### src/rtl/rr_arb_mux_pkg.sv
// Shared constants for the arbitrating multiplexer: arbitration mode encodings
// and the default datapath width.
package rr_arb_mux_pkg;
  localparam int ARB_FIXED = 0;
  localparam int ARB_RR    = 1;
  localparam int XLEN      = 32;
endpackage

### src/rtl/rr_arb_mux_arbiter.sv
// Request arbiter: round-robin from a rotating pointer, or fixed lowest-index
// priority. Grant is combinational; only the pointer is stateful.
module rr_arbiter
  import rr_arb_mux_pkg::*;
#(
  parameter int NUM_CH  = 4,
  parameter int RR_MODE = ARB_RR,
  parameter int CH_W    = (NUM_CH > 1) ? $clog2(NUM_CH) : 1
) (
  input  logic              clk,
  input  logic              rst_n,
  input  logic [NUM_CH-1:0] req_i,
  input  logic              advance_i,
  output logic [NUM_CH-1:0] grant_o,
  output logic [CH_W-1:0]   grant_idx_o
);

  logic [CH_W-1:0] ptr_q, ptr_d;
  logic            found;
  int              base, c;

  // Scan upward from the search base, wrapping at NUM_CH (handles non-pow2 counts).
  always_comb begin
    grant_o     = '0;
    grant_idx_o = '0;
    found       = 1'b0;
    c           = 0;
    base        = (RR_MODE == ARB_RR) ? int'(ptr_q) : 0;
    for (int k = 0; k < NUM_CH; k++) begin
      c = base + k;
      if (c >= NUM_CH) c = c - NUM_CH;
      if (!found && req_i[c]) begin
        found       = 1'b1;
        grant_o[c]  = 1'b1;
        grant_idx_o = CH_W'(c);
      end
    end
  end

  always_comb begin
    ptr_d = ptr_q;
    if (RR_MODE == ARB_RR && advance_i) begin
      if (grant_idx_o == CH_W'(NUM_CH - 1)) ptr_d = '0;
      else                                  ptr_d = grant_idx_o + CH_W'(1);
    end
  end

  always_ff @(posedge clk or negedge rst_n) begin
    if (!rst_n) ptr_q <= '0;
    else        ptr_q <= ptr_d;
  end

endmodule

### src/rtl/rr_arb_mux.sv
// N-channel arbitrating multiplexer with a single registered output stage and
// valid/ready handshakes; sustains one word per cycle when downstream is ready.
module rr_arb_mux
  import rr_arb_mux_pkg::*;
#(
  parameter int WIDTH   = XLEN,
  parameter int NUM_CH  = 4,
  parameter int RR_MODE = ARB_RR,
  parameter int CH_W    = (NUM_CH > 1) ? $clog2(NUM_CH) : 1
) (
  input  logic                    clk,
  input  logic                    rst_n,
  input  logic [NUM_CH-1:0]       in_valid,
  output logic [NUM_CH-1:0]       in_ready,
  input  logic [NUM_CH*WIDTH-1:0] in_data,
  output logic                    out_valid,
  input  logic                    out_ready,
  output logic [WIDTH-1:0]        out_data,
  output logic [CH_W-1:0]         out_ch
);

  logic [NUM_CH-1:0] grant;
  logic [CH_W-1:0]   gidx;
  logic              can_accept, xfer;
  logic              out_valid_q;
  logic [WIDTH-1:0]  out_data_q, sel_data;
  logic [CH_W-1:0]   out_ch_q;

  rr_arbiter #(
    .NUM_CH  (NUM_CH),
    .RR_MODE (RR_MODE),
    .CH_W    (CH_W)
  ) u_arb (
    .clk         (clk),
    .rst_n       (rst_n),
    .req_i       (in_valid),
    .advance_i   (xfer),
    .grant_o     (grant),
    .grant_idx_o (gidx)
  );

  // rst_n gates in_ready so nothing is offered upstream while held in reset.
  assign can_accept = rst_n && (!out_valid_q || out_ready);
  assign in_ready   = can_accept ? grant : '0;
  assign xfer       = |(in_valid & in_ready);
  assign sel_data   = in_data[int'(gidx)*WIDTH +: WIDTH];

  always_ff @(posedge clk or negedge rst_n) begin
    if (!rst_n) begin
      out_valid_q <= 1'b0;
      out_data_q  <= '0;
      out_ch_q    <= '0;
    end else if (xfer) begin
      out_valid_q <= 1'b1;
      out_data_q  <= sel_data;
      out_ch_q    <= gidx;
    end else if (out_ready) begin
      out_valid_q <= 1'b0;
    end
  end

  assign out_valid = out_valid_q;
  assign out_data  = out_data_q;
  assign out_ch    = out_ch_q;

endmodule

### config.mk
export PLATFORM = sky130hd
export DESIGN_NAME = rr_arb_mux
export DESIGN_NICKNAME = d
export VERILOG_FILES = /design/src/rtl/rr_arb_mux_pkg.sv /design/src/rtl/rr_arb_mux_arbiter.sv /design/src/rtl/rr_arb_mux.sv
export SDC_FILE = /design/constraint.sdc
export NUM_CORES = 1
export LEC_CHECK = 0
export ABC_AREA = 1
export BUFFER_PORTS_ARGS = -buffer_cell sky130_fd_sc_hd__buf_2
export CORE_MARGIN = 10
export CORE_UTILIZATION = 47
export CTS_CLUSTER_SIZE = 24
export DETAILED_ROUTE_END_ITERATION = 7
export PLACE_DENSITY = 0.94
export SYNTH_ARGS = -nofsm -noshare
export SYNTH_HDL_FRONTEND = slang
export SYNTH_SLANG_ARGS = --single-unit
### constraint.sdc
create_clock -name clk -period 2.6 [get_ports clk]
set_clock_uncertainty 0.05 [all_clocks]
set_input_delay 0.52 -clock clk [delete_from_list [all_inputs] [get_ports clk]]
set_output_delay 0.52 -clock clk [all_outputs]
set_load 0.05 [all_outputs]
After elaboration in Yosys (flattened, before gate mapping)
Cells that the tools add are included.

cells by class
  bitwise operators = 4
  equal/unequal tests = 1
  reductions and logical operators = 15
  muxes and demuxes = 39
  add/sub/neg operators = 8
  magnitude comparators = 12
  shift operators = 1

operator list
  operator                                                                              number
  32-bit by 1-bit greater-or-equal comparator with 1-bit output, second input constant  4
  32-bit by 4-bit < comparator with 1-bit output, second input constant                 4
  32-bit 2-to-1 mux                                                                     4
  128-bit by 8-bit variable part select with 32-bit output                              1
  32-bit by 4-bit greater-or-equal comparator with 1-bit output, second input constant  3
  32-bit by 4-bit subtractor with 32-bit output, second input constant                  3
  4-bit 2-to-1 mux                                                                      5
  1-bit 2-to-1 mux                                                                      17
  4-bit OR                                                                              3
  2-bit 2-to-1 mux                                                                      5
  1-bit binary-select mux with 2-bit select                                             4
  1-bit demux with 2-bit select                                                         4
  1-bit logical AND                                                                     8
  2-bit by 2-bit adder with 3-bit output, second input constant                         2
  4-bit bitwise AND                                                                     1
  1-bit logical NOT                                                                     4
  4-bit OR reduction                                                                    1
  2-bit by 3-bit subtractor with 4-bit output, second input constant                    1
  2-bit by 1-bit adder with 3-bit output, second input constant                         1
  2-bit by 3-bit greater-or-equal comparator with 1-bit output, second input constant   1
  2-bit by 1-bit adder with 2-bit output, second input constant                         1
  2-bit == test, second input constant                                                  1
  2-bit nonzero test                                                                    1
  1-bit logical OR                                                                      1

storage, ports and cells
  register bits after elaboration = 37
  input bits = 135

Longest topological paths before layout
Gate-level depths: netlist of the first run.

  depth after elaboration = 19
  depth in mapped cells = 19
  gate-level depth less buffers = 16

Cells and area by module
From an unflattened synthesis of the first run, not the netlist that was laid out.

unflattened totals
  cells, all modules = 469
  area total of the unflattened synthesis = 2985.4 um^2

modules (own cells, without submodules)
  module      area an instance (um^2)  cells each  times used
  rr_arb_mux  2427.3                   379         1
  rr_arbiter  558.0                    90          1

Worst setup path before layout of the first run
Ideal clock, no wire load.

  path kind = reg2out
  start point = register u_arb.ptr_q[1]
  end point = output in_ready[1]
  data arrival time = 1921 ps
  setup slack = 109 ps
  buffers on the path = 1
  stages on the path, launching flop included = 14
  cell sequence = dfrtp_1 > inv_1 > ha_1 > inv_1 > nand2_1 > nand2_1 > nor2_4 > buf_6 > nand2_4 > nor2_1 > nor2_1 > nand2_1 > nand2_1 > inv_1

on the way
  word-level cells in the longest chain between the ends = 16
  elaborated cells on any way between the ends = 64
  classes of those cells = add/sub: 7; order compare: 12; mux: 32; bitwise: 3; reduce/logical: 10

RTL lines
  what                                                                                                    RTL line                  text
  start: declaration                                                                                      rr_arb_mux_arbiter.sv:18  logic [CH_W-1:0] ptr_q, ptr_d;
  start signal: assignment                                                                                rr_arb_mux_arbiter.sv:50  else ptr_q <= ptr_d;
  parallel branches: the longest is 14 deep, another holds 32-bit by 4-bit subtractor with 32-bit output  n/a
  4-bit 2-to-1 mux (*)                                                                                    rr_arb_mux_arbiter.sv:32  if (!found && req_i[c]) begin
  4-bit 2-to-1 mux (*)                                                                                    rr_arb_mux.sv:44          assign in_ready = can_accept ? grant : '0;
  end: declaration                                                                                        rr_arb_mux.sv:14          output logic [NUM_CH-1:0] in_ready,

Mark *: on every way between the ends. The select of a mux whose other input is x is not followed.

Final worst setup path of the first run
  start point = register u_arb.ptr_q[0]
  end point = output in_ready[2]

The elaborated chain is that of the path after synthesis.

==> results of run 1 <==
-- metrics by stage --
stage,utilization (%),TNS [ns]
CTS,63.3,0
finish,65.3,-0.0787
floorplan,-,0
global placement,60.7,0
global route,65.3,-0.348
detailed placement,60.7,0
-- metal layers --
| layer | wire, microns | vias to the layer above | track usage, % |
|---|---|---|---|
| met3 | 1150 | 47 | 5.37 |
| met1 | 5050 | 2002 | 24.1 |
| met2 | 6590 | 283 | 37.0 |
| met5 | 0 | - | 0 |
| met4 | 440 | 0 | 8.80 |
| li1 | - | 2142 | - |
-- flip-flops by register name (all words and copies together), names as in the netlist --
register	count
u_arb.ptr_q	2
out_valid	1
out_data	32
out_ch	2
-- worst max-delay path, cell delays in order (launching register included) --
cell and delay, ns:
dfrtp_1 0.43, inv_4 0.09, buf_6 0.13, ha_1 0.24, a21boi_0 0.33, a21oi_1 0.10, nand3_1 0.16, nand2_1 0.06
inv_1 0.08, buf_6 0.16
-- cells in the final DEF (no fill, tap or decap) --
master and n:
o21a_1 1, inv_2 4, buf_12 4, nor2_1 2, nand2_4 9, nand3_2 5
inv_4 3, a21oi_1 3, nand3_4 1, nand2_8 1, ha_4 1, clkbuf_8 6
dfrtp_1 37, o21ai_0 1, clkinvlp_4 1, a21boi_1 1, inv_1 40, nand3b_1 32
buf_4 20, nand2_2 11, nand3_1 75, nand4_1 5, o21ai_1 36, ha_1 4
buf_6 6, diode_2 1, nor2_2 1, nor2_4 4, nor2_8 1, bufinv_16 1
buf_2 169, nand2_1 254, a21boi_0 1
-- logic make-up (layout without fill, tap and decap cells) --
group	Yosys count	in the layout	synth area share [%]
other	0	1	0
DFF	37	37	26.3
AOI/OAI and AO/OA	43	43	6.34
and+or+nand+nor	400	401	52.2
adders and majority gates	5	5	1.78
buffers and inverters	85	254	13.3
-- how the worst max path moves through the flow --
stage | startpoint | end | cells after the start
after floorplan | u_arb.ptr_q[1] | in_ready[1] | 13
after global placement | in_valid[1] | in_ready[1] | 13
after detailed placement | u_arb.ptr_q[0] | in_ready[1] | 13
after CTS | u_arb.ptr_q[1] | in_ready[1] | 13
after global routing | u_arb.ptr_q[1] | in_ready[2] | 9
final | u_arb.ptr_q[0] | in_ready[2] | 9
-- timing repair --
item                                   CTS  global route
endpoints found under the hold margin    0             0
pin swaps                                2            10
gates cloned                             1             0
setup endpoints to repair                4            34
gates resized for setup                 10            30
buffers inserted                         3             6
-- final cells by class --
| type | instances | area (sq um) | share of cell area [%] |
|---|---|---|---|
| Sequential cell | 37 | 926 | 19.6 |
| Antenna cell | 1 | 2.50 | 0.0529 |
| Tap cell | 99 | 124 | 2.62 |
| Clock buffer | 6 | 82.6 | 1.74 |
| Inverter | 47 | 184 | 3.88 |
| Timing Repair Buffer | 199 | 1140 | 24.2 |
| Clock inverter | 2 | 37.5 | 0.793 |
| Multi-Input combinational cell | 449 | 2230 | 47.2 |
==> qor.yml, run 1 <==
synth.top_cells.by_area: "nand2_1, dfrtp_1, nand3_1, nand3b_1, o21ai_1"
syn_to_final_growth_pct: 34.7
dr_total_vias: 4474
setup_ws_ns: -0.0497
cp.required_ns: 2.03
synth.top_cell.area_share_pct: 28.1
status: "finished, violations left"
yosys.area.top_type: "nand2_1"
setup_viol: 2
synth_edf_count: 0
whs_ns: 0.300
core_area_sq_mm: 0.00725
synth-async-reset-ratio_pct: 100
design_area_sq_mm: 0.00473
clk_pin_slew_ns: 0.08
first_global_vias: 4491
yosysSeqAreaShare_pct: 26.3
wirelength_mm: 13.2
dp_hpwl_mm: 9.69
fmax_mhz: 377
drive_gt1_share_pct: 33.5
violations: "negative setup slack"
cts_tree: "built"
fillCellCount: 638
synth_flop_cell: "dfrtp_1"
worstMarginPinSlew_ns: 0.476
syn_inst: 570
dieArea_sq_mm: 0.0113
r2r_end: "out_data[3]"
wl_per_cell_microns: 15.8
drt_iter0_drc: 308
yosysMostFrequentCell: "nand2_1"
crit_path_end_kind: "primary output"
synth_commonest_cells: "nand2_1, nand3_1, inv_1, dfrtp_1, o21ai_1"
synth_cell_types: 23
path_class: "flip-flop to primary output"
ctsHoldBuffers: 0
dpl_worst_slack_ns: 0.0521
fin_crit_ns: 2.65
cts.htree.levels: 2
viasPerCell: 5.33
r2r_slack_ns: 0.14
grt_pass1_wl_mm: 20.4
pin_count: 174
io_buffers: 173
antenna_found_initial: 1
cp.arrival_ns: 2.08
fin_crit_sh_pct: 102
hold_viol_final: 0
slew_viol_final: 0
nets: 879
r2r-start: "u_arb.ptr_q[0]"
max-cap-violations: 0
route.detailed.drc: 0
rsz0062_at_grt: "yes"
synth_nets: 710
clk_latency_ns: 0.28
die_y_microns: 106
core.rowCount: 31
syn-mean-instance-area_sq_um: 6.17
grt_overflow: 0
drt-pass1-iter-count: 5
cts_buffer_depth: 2
die_width_microns: 106
synth_warnings: 0
clock-root-buffer: "clkbuf_8"
worstPathMaxFanout: 5
r2r_cells: 14
start_util_pct: 48.5
ant_nets: 0
cts_num_sinks: 37
ys_ff_latch: 37
place_area_sq_mm: 0.00440
dp.cells: 821
hold_path.class: "primary input to async pin"
grt_max_degree: 65
place_congestion: 1.01
worstSetupStartpointType: "flip-flop"
grt_use_total_pct: 21.2
syn_area_sq_mm: 0.00351
max-slew-margin-rel_pct: 68.3
instances_no_fill: 840
cts_buffers: 5
Power of run 1 is not shown: default switching activity piles up to over one toggle a cycle in this logic, so the estimate is an artifact.
==> inputs of run 2 (changes only) <==
--- a/config.mk
+++ b/config.mk
@@ -8,10 +8,10 @@
 export ABC_AREA = 1
 export BUFFER_PORTS_ARGS = -buffer_cell sky130_fd_sc_hd__buf_2
 export CORE_MARGIN = 10
-export CORE_UTILIZATION = 47
+export CORE_UTILIZATION = 51
 export CTS_CLUSTER_SIZE = 24
 export DETAILED_ROUTE_END_ITERATION = 7
-export PLACE_DENSITY = 0.94
+export PLACE_DENSITY = 0.95
 export SYNTH_ARGS = -nofsm -noshare
 export SYNTH_HDL_FRONTEND = slang
 export SYNTH_SLANG_ARGS = --single-unit
==> constraint.sdc (replaced) <==
create_clock -name clk -period 3.3 [get_ports clk]
set_clock_uncertainty 0.05 [all_clocks]
set_input_delay 0.66 -clock clk [delete_from_list [all_inputs] [get_ports clk]]
set_output_delay 0.66 -clock clk [all_outputs]
set_load 0.05 [all_outputs]
==> qor.yml, run 2 (synthesized netlist as in run 1, its figures left out) <==
grt_use_total_pct: 22.3  # was 21.2%
cts_tree: "built"  # unchanged
critPathTopFamily: "simple AND/OR/NAND/NOR gates"  # was buffers and inverters
cts_setup_buffers: 0  # was 3
wl_met2_mm: 6.01  # was 6.59 mm
die_y_microns: 103  # was 106 microns
syn_to_final_growth_pct: 24.2  # was 34.7%
wirelength_mm: 12.4  # was 13.2 mm
first_global_vias: 4144  # was 4491
worstSetupStartpointType: "flip-flop"  # unchanged
ctsResizeCount: 0  # was 10
wl_met1_mm: 4.99  # was 5.05 mm
design_area_sq_mm: 0.00437  # was 0.00473 sq mm
ant_nets: 0  # unchanged
dp_hpwl_mm: 9.65  # was 9.69 mm
start_util_pct: 52.0  # was 48.5%
r2r_end: "out_data[25]"  # was out_data[3]
final_cell_mix: "nand2_1, buf_2, nand3_1, inv_1"  # was nand2_1, buf_2, nand3_1, inv_1, dfrtp_1
io_buffers: 173  # unchanged
cts_buffer_depth: 2  # unchanged
nets: 860  # was 879
clk_pin_slew_ns: 0.07  # was 0.08 ns
route.detailed.drc: 0  # unchanged
dr_total_vias: 4246  # was 4474
max-slew-margin-rel_pct: 57.8  # was 68.3%
worstMarginPinSlew_ns: 0.633  # was 0.476 ns
r2r_cells: 15  # was 14
pin_count: 174  # unchanged
status: "finished, final reports clean"  # was finished, violations left
grt_max_degree: 65  # unchanged
fmax_mhz: 320
antenna_found_initial: 0  # was 1
worstPathMaxFanout: 11  # was 5
crit_buf_inv: 4  # unchanged
setup_viol: 0  # was 2
slowest_stage: "dfrtp_2"  # was dfrtp_1
cts.htree.levels: 2  # unchanged
mostFrequentLayoutCell: "nand2_1"  # unchanged
cts_buffers: 5  # unchanged
drive_gt1_share_pct: 29.4  # was 33.5%
cp.arrival_ns: 2.42  # was 2.08 ns
fin_crit_ns: 3.13
core_area_sq_mm: 0.00676  # was 0.00725 sq mm
crit_path_end_kind: "primary output"  # unchanged
grt_pass1_wl_mm: 19.2  # was 20.4 mm
dp.cells: 793  # was 821
place_congestion: 0.860  # was 1.01
drt_iter0_drc: 311  # was 308
core.rowCount: 30  # was 31
r2r_slack_ns: 0.41  # was 0.14 ns
critPathMostFrequentCell: "nand2_1"  # was buf_6
cpPeakStageDelay_ns: 0.45  # was 0.43 ns
met3WireLength_microns: 961  # was 1.15 mm
grt_overflow: 0  # unchanged
insertedDiodeCount: 0  # was 1
clock-root-buffer: "clkbuf_8"  # unchanged
fin_util_pct: 64.6  # was 65.3%
r2r-start: "u_arb.ptr_q[1]"  # was u_arb.ptr_q[0]
die_width_microns: 103  # was 106 microns
fin_crit_sh_pct: 94.7
path_class: "flip-flop to primary output"  # unchanged
hold_path.class: "primary input to async pin"  # unchanged
place_area_sq_mm: 0.00427  # was 0.00440 sq mm
hold_viol_final: 0  # unchanged
viasPerCell: 5.31  # was 5.33
ctsHoldBuffers: 0  # unchanged
dieArea_sq_mm: 0.0106  # was 0.0113 sq mm
wl_per_cell_microns: 15.5  # was 15.8 microns
crit_chain: "inv_1 -> ha_1 -> inv_1 -> nand2_1 -> nand2_1 -> nor2_4 -> nand2_4 -> nor2_1 -> nor2_1 -> nand2_1 -> nand2_1 -> inv_1 -> clkbuf_4"  # was inv_4 -> buf_6 -> ha_1 -> a21boi_0 -> a21oi_1 -> nand3_1 -> nand2_1 -> inv_1 -> buf_6
top_layer: "met4"  # unchanged
cp.required_ns: 2.59  # was 2.03 ns
slew_viol_final: 0  # unchanged
clk_latency_ns: 0.28  # about the same
max-cap-violations: 0  # unchanged
drt-pass1-iter-count: 5  # unchanged
largest_reg_flops: 32  # unchanged
instances_no_fill: 800  # was 840
cts_num_sinks: 37  # unchanged
run 2: layout make-up:
| cell class | count | area (sq um) |
|---|---|---|
| Sequential cell | 37 | 927 |
| Clock inverter | 1 | 7.51 |
| Tap cell | 80 | 100 |
| Fill cell | 643 | 2390 |
| Multi-Input combinational cell | 448 | 2130 |
| Timing Repair Buffer | 181 | 941 |
| Clock buffer | 6 | 82.6 |
| Inverter | 47 | 181 |
run 2: layer usage:
metal  track usage [%]  vias up
met2              37.0      214
met3              5.16       36
li1                  -     2103
met4              8.88        0
met5                 0        -
met1              27.2     1893
run 2: worst max path at each step:
stage / to / cells after the start / from / slack (ns)
floorplan: in_ready[1] / 13 / u_arb.ptr_q[1] / 0.67
global route: in_ready[1] / 13 / u_arb.ptr_q[1] / -0.01
detailed placement: u_arb.ptr_q[1] / 15 / u_arb.ptr_q[1] / 0.36
CTS: in_ready[1] / 13 / u_arb.ptr_q[1] / 0.07
global placement: in_ready[1] / 13 / u_arb.ptr_q[1] / 0.39
finish: in_ready[1] / 13 / u_arb.ptr_q[1] / 0.17
run 2: worst register-to-register path: stages, from the launching register on:
cell and delay (ns):
dfrtp_2 0.45, inv_1 0.13, ha_1 0.39, inv_1 0.09, nand2_1 0.07, nand2_1 0.09
nor2_4 0.26, nand3_2 0.12, nand2_2 0.09, buf_4 0.50, nand3_1 0.18, nand2_1 0.13
nand2_1 0.07, nand2_1 0.08, o21ai_1 0.07, nand2_1 0.07
run 2: metrics by stage:
| step | hold WS [ns] | setup slack [ns] | setup TNS, ns |
|---|---|---|---|
| after global placement | 0.409 | 0.392 | 0 |
| after floorplan | 0.314 | 0.669 | 0 |
| after detailed placement | 0.414 | 0.361 | 0 |
| after global routing | 0.458 | -0.0115 | -0.0115 |
| after CTS | 0.434 | 0.0693 | 0 |
| final | 0.419 | 0.175 | 0 |
Power of run 2 is left out for the same reason.
==> inputs of run 3 (changes only) <==
--- a/config.mk
+++ b/config.mk
@@ -6,7 +6,7 @@
 export NUM_CORES = 1
 export LEC_CHECK = 0
 export ABC_AREA = 1
-export BUFFER_PORTS_ARGS = -buffer_cell sky130_fd_sc_hd__buf_2
+export BUFFER_PORTS_ARGS = -buffer_cell sky130_fd_sc_hd__clkbuf_2
 export CORE_MARGIN = 10
 export CORE_UTILIZATION = 51
 export CTS_CLUSTER_SIZE = 24
==> qor.yml, run 3 (synthesized netlist as in run 1, its figures left out) <==
status: "finished, final reports clean"  # unchanged
rsz0062_at_grt: "no"
pin_count: 174  # unchanged
die_y_microns: 103  # unchanged
critPathMostFrequentCell: "nand2_1"  # unchanged
mostFrequentLayoutCell: "nand2_1"  # unchanged
die_width_microns: 103  # unchanged
whs_ns: 0.434  # was 0.419 ns
viasPerCell: 5.31  # about the same
start_util_pct: 52.0  # unchanged
final_cell_mix: "nand2_1, clkbuf_2, nand3_1, inv_1"  # was nand2_1, buf_2, nand3_1, inv_1
io_buffers: 173  # unchanged
grt_max_degree: 48  # was 65
cp.required_ns: 2.59  # about the same
clk_pin_slew_ns: 0.07  # about the same
clk_latency_ns: 0.29  # was 0.28 ns
drive_gt1_share_pct: 29.5  # was 29.4%
largest_reg_flops: 32  # unchanged
cts_buffer_depth: 2  # unchanged
crit_chain: "inv_1 -> ha_1 -> inv_1 -> nand2_1 -> nand2_1 -> nor2_4 -> nand2_4 -> nor2_1 -> nor2_1 -> nand2_1 -> nand2_1 -> inv_1 -> clkbuf_2"  # was inv_1 -> ha_1 -> inv_1 -> nand2_1 -> nand2_1 -> nor2_4 -> nand2_4 -> nor2_1 -> nor2_1 -> nand2_1 -> nand2_1 -> inv_1 -> clkbuf_4
cts_setup_buffers: 0  # unchanged
dr_total_vias: 4263  # was 4246
cts_tree: "built"  # unchanged
syn_to_final_growth_pct: 25.6  # was 24.2%
core_area_sq_mm: 0.00676  # unchanged
cts_num_sinks: 37  # unchanged
cpPeakStageDelay_ns: 0.44  # was 0.45 ns
grt_overflow: 0  # unchanged
wl_per_cell_microns: 15.4  # was 15.5 microns
fmax_mhz: 319  # was 320 MHz
core.rowCount: 30  # unchanged
slew_viol_final: 0  # unchanged
grt_use_total_pct: 22.6  # was 22.3%
setup_viol: 0  # unchanged
setup_tns_ns: 0  # unchanged
dp_hpwl_mm: 9.57  # was 9.65 mm
drt_iter0_drc: 279  # was 311
worstPathMaxFanout: 11  # unchanged
nets: 862  # was 860
worstSetupStartpointType: "flip-flop"  # unchanged
hold_viol_final: 0  # unchanged
wirelength_mm: 12.4  # about the same
fin_crit_sh_pct: 95.0  # was 94.7%
antenna_found_initial: 0  # unchanged
first_global_vias: 4141  # was 4144
max-cap-violations: 0  # unchanged
place_congestion: 0.923  # was 0.860
clock-root-buffer: "clkbuf_8"  # unchanged
hold_path.class: "flip-flop to flip-flop"  # was primary input to async pin
crit_buf_inv: 4  # unchanged
slowest_stage: "dfrtp_2"  # unchanged
max-slew-margin-rel_pct: 65.0  # was 57.8%
cts.htree.levels: 2  # unchanged
grt_pass1_wl_mm: 19.5  # was 19.2 mm
crit_path_end_kind: "primary output"  # unchanged
path_class: "flip-flop to primary output"  # unchanged
dieArea_sq_mm: 0.0106  # unchanged
fin_crit_ns: 3.13  # about the same
route.detailed.drc: 0  # unchanged
cts_buffers: 5  # unchanged
insertedDiodeCount: 0  # unchanged
ant_nets: 0  # unchanged
cp.arrival_ns: 2.42  # about the same
critPathTopFamily: "simple AND/OR/NAND/NOR gates"  # unchanged
worstMarginPinSlew_ns: 0.526  # was 0.633 ns
drt-pass1-iter-count: 7  # was 5
-- run 3: cell types whose count changed in the layout (fill, tap and decap cells not counted), sizes merged --
cell | previous run | this run
clkinvlp | 1 | 0
clkbuf | 7 | 180
bufinv | 0 | 1
buf | 180 | 10
-- run 3: final timing paths --
check	depth (start not counted)	to	slack [ns]	from
setup / recovery	13	in_ready[1]	0.17	u_arb.ptr_q[1]
hold / removal	2	out_data[1]	0.43	out_data[1]
setup reg to reg	14	u_arb.ptr_q[1]	0.35	u_arb.ptr_q[1]
hold reg to reg	2	out_data[1]	0.43	out_data[1]
max in group asynchronous	2	u_arb.ptr_q[1]	2.40	rst_n
min in group asynchronous	2	out_data[25]	0.44	rst_n
-- run 3: timing repair --
item	in CTS	in global routing
endpoints found under the setup margin	0	4
hold buffers	0	0
gates resized for setup	0	1
-- run 3: final cells by class --
| type | count | area [sq um] |
|---|---|---|
| Clock buffer | 7 | 86.3 |
| Clock inverter | 1 | 30.0 |
| Fill cell | 623 | 2340 |
| Inverter | 47 | 181 |
| Multi-Input combinational cell | 448 | 2120 |
| Sequential cell | 37 | 927 |
| Tap cell | 80 | 100 |
| Timing Repair Buffer | 183 | 966 |
-- run 3: per-stage QoR --
step	cells	area (sq um)	setup slack, ns	utilization, %
after floorplan	570	3510	0.669	-
after global placement	795	4300	0.413	63.6
after detailed placement	795	4300	0.303	63.6
after CTS	803	4410	0.0924	65.3
after global routing	803	4420	0.0127	65.4
final	803	4420	0.165	65.4
-- run 3: tightest hold or removal path, cell delays in order, from the launching register on --
cell and delay, ns:
dfrtp_1 0.35, nand2_1 0.05, nand2_1 0.05
-- run 3: routing by layer --
| layer | track usage, % | part of all wire, % | vias up |
|---|---|---|---|
| met2 | 39.0 | 51 | 207 |
| li1 | - | - | 2113 |
| met4 | 6.42 | 2.2 | 0 |
| met1 | 27.7 | 39 | 1917 |
| met5 | 0 | 0 | - |
| met3 | 4.76 | 8.0 | 26 |
Power of run 3 is left out for the same reason.
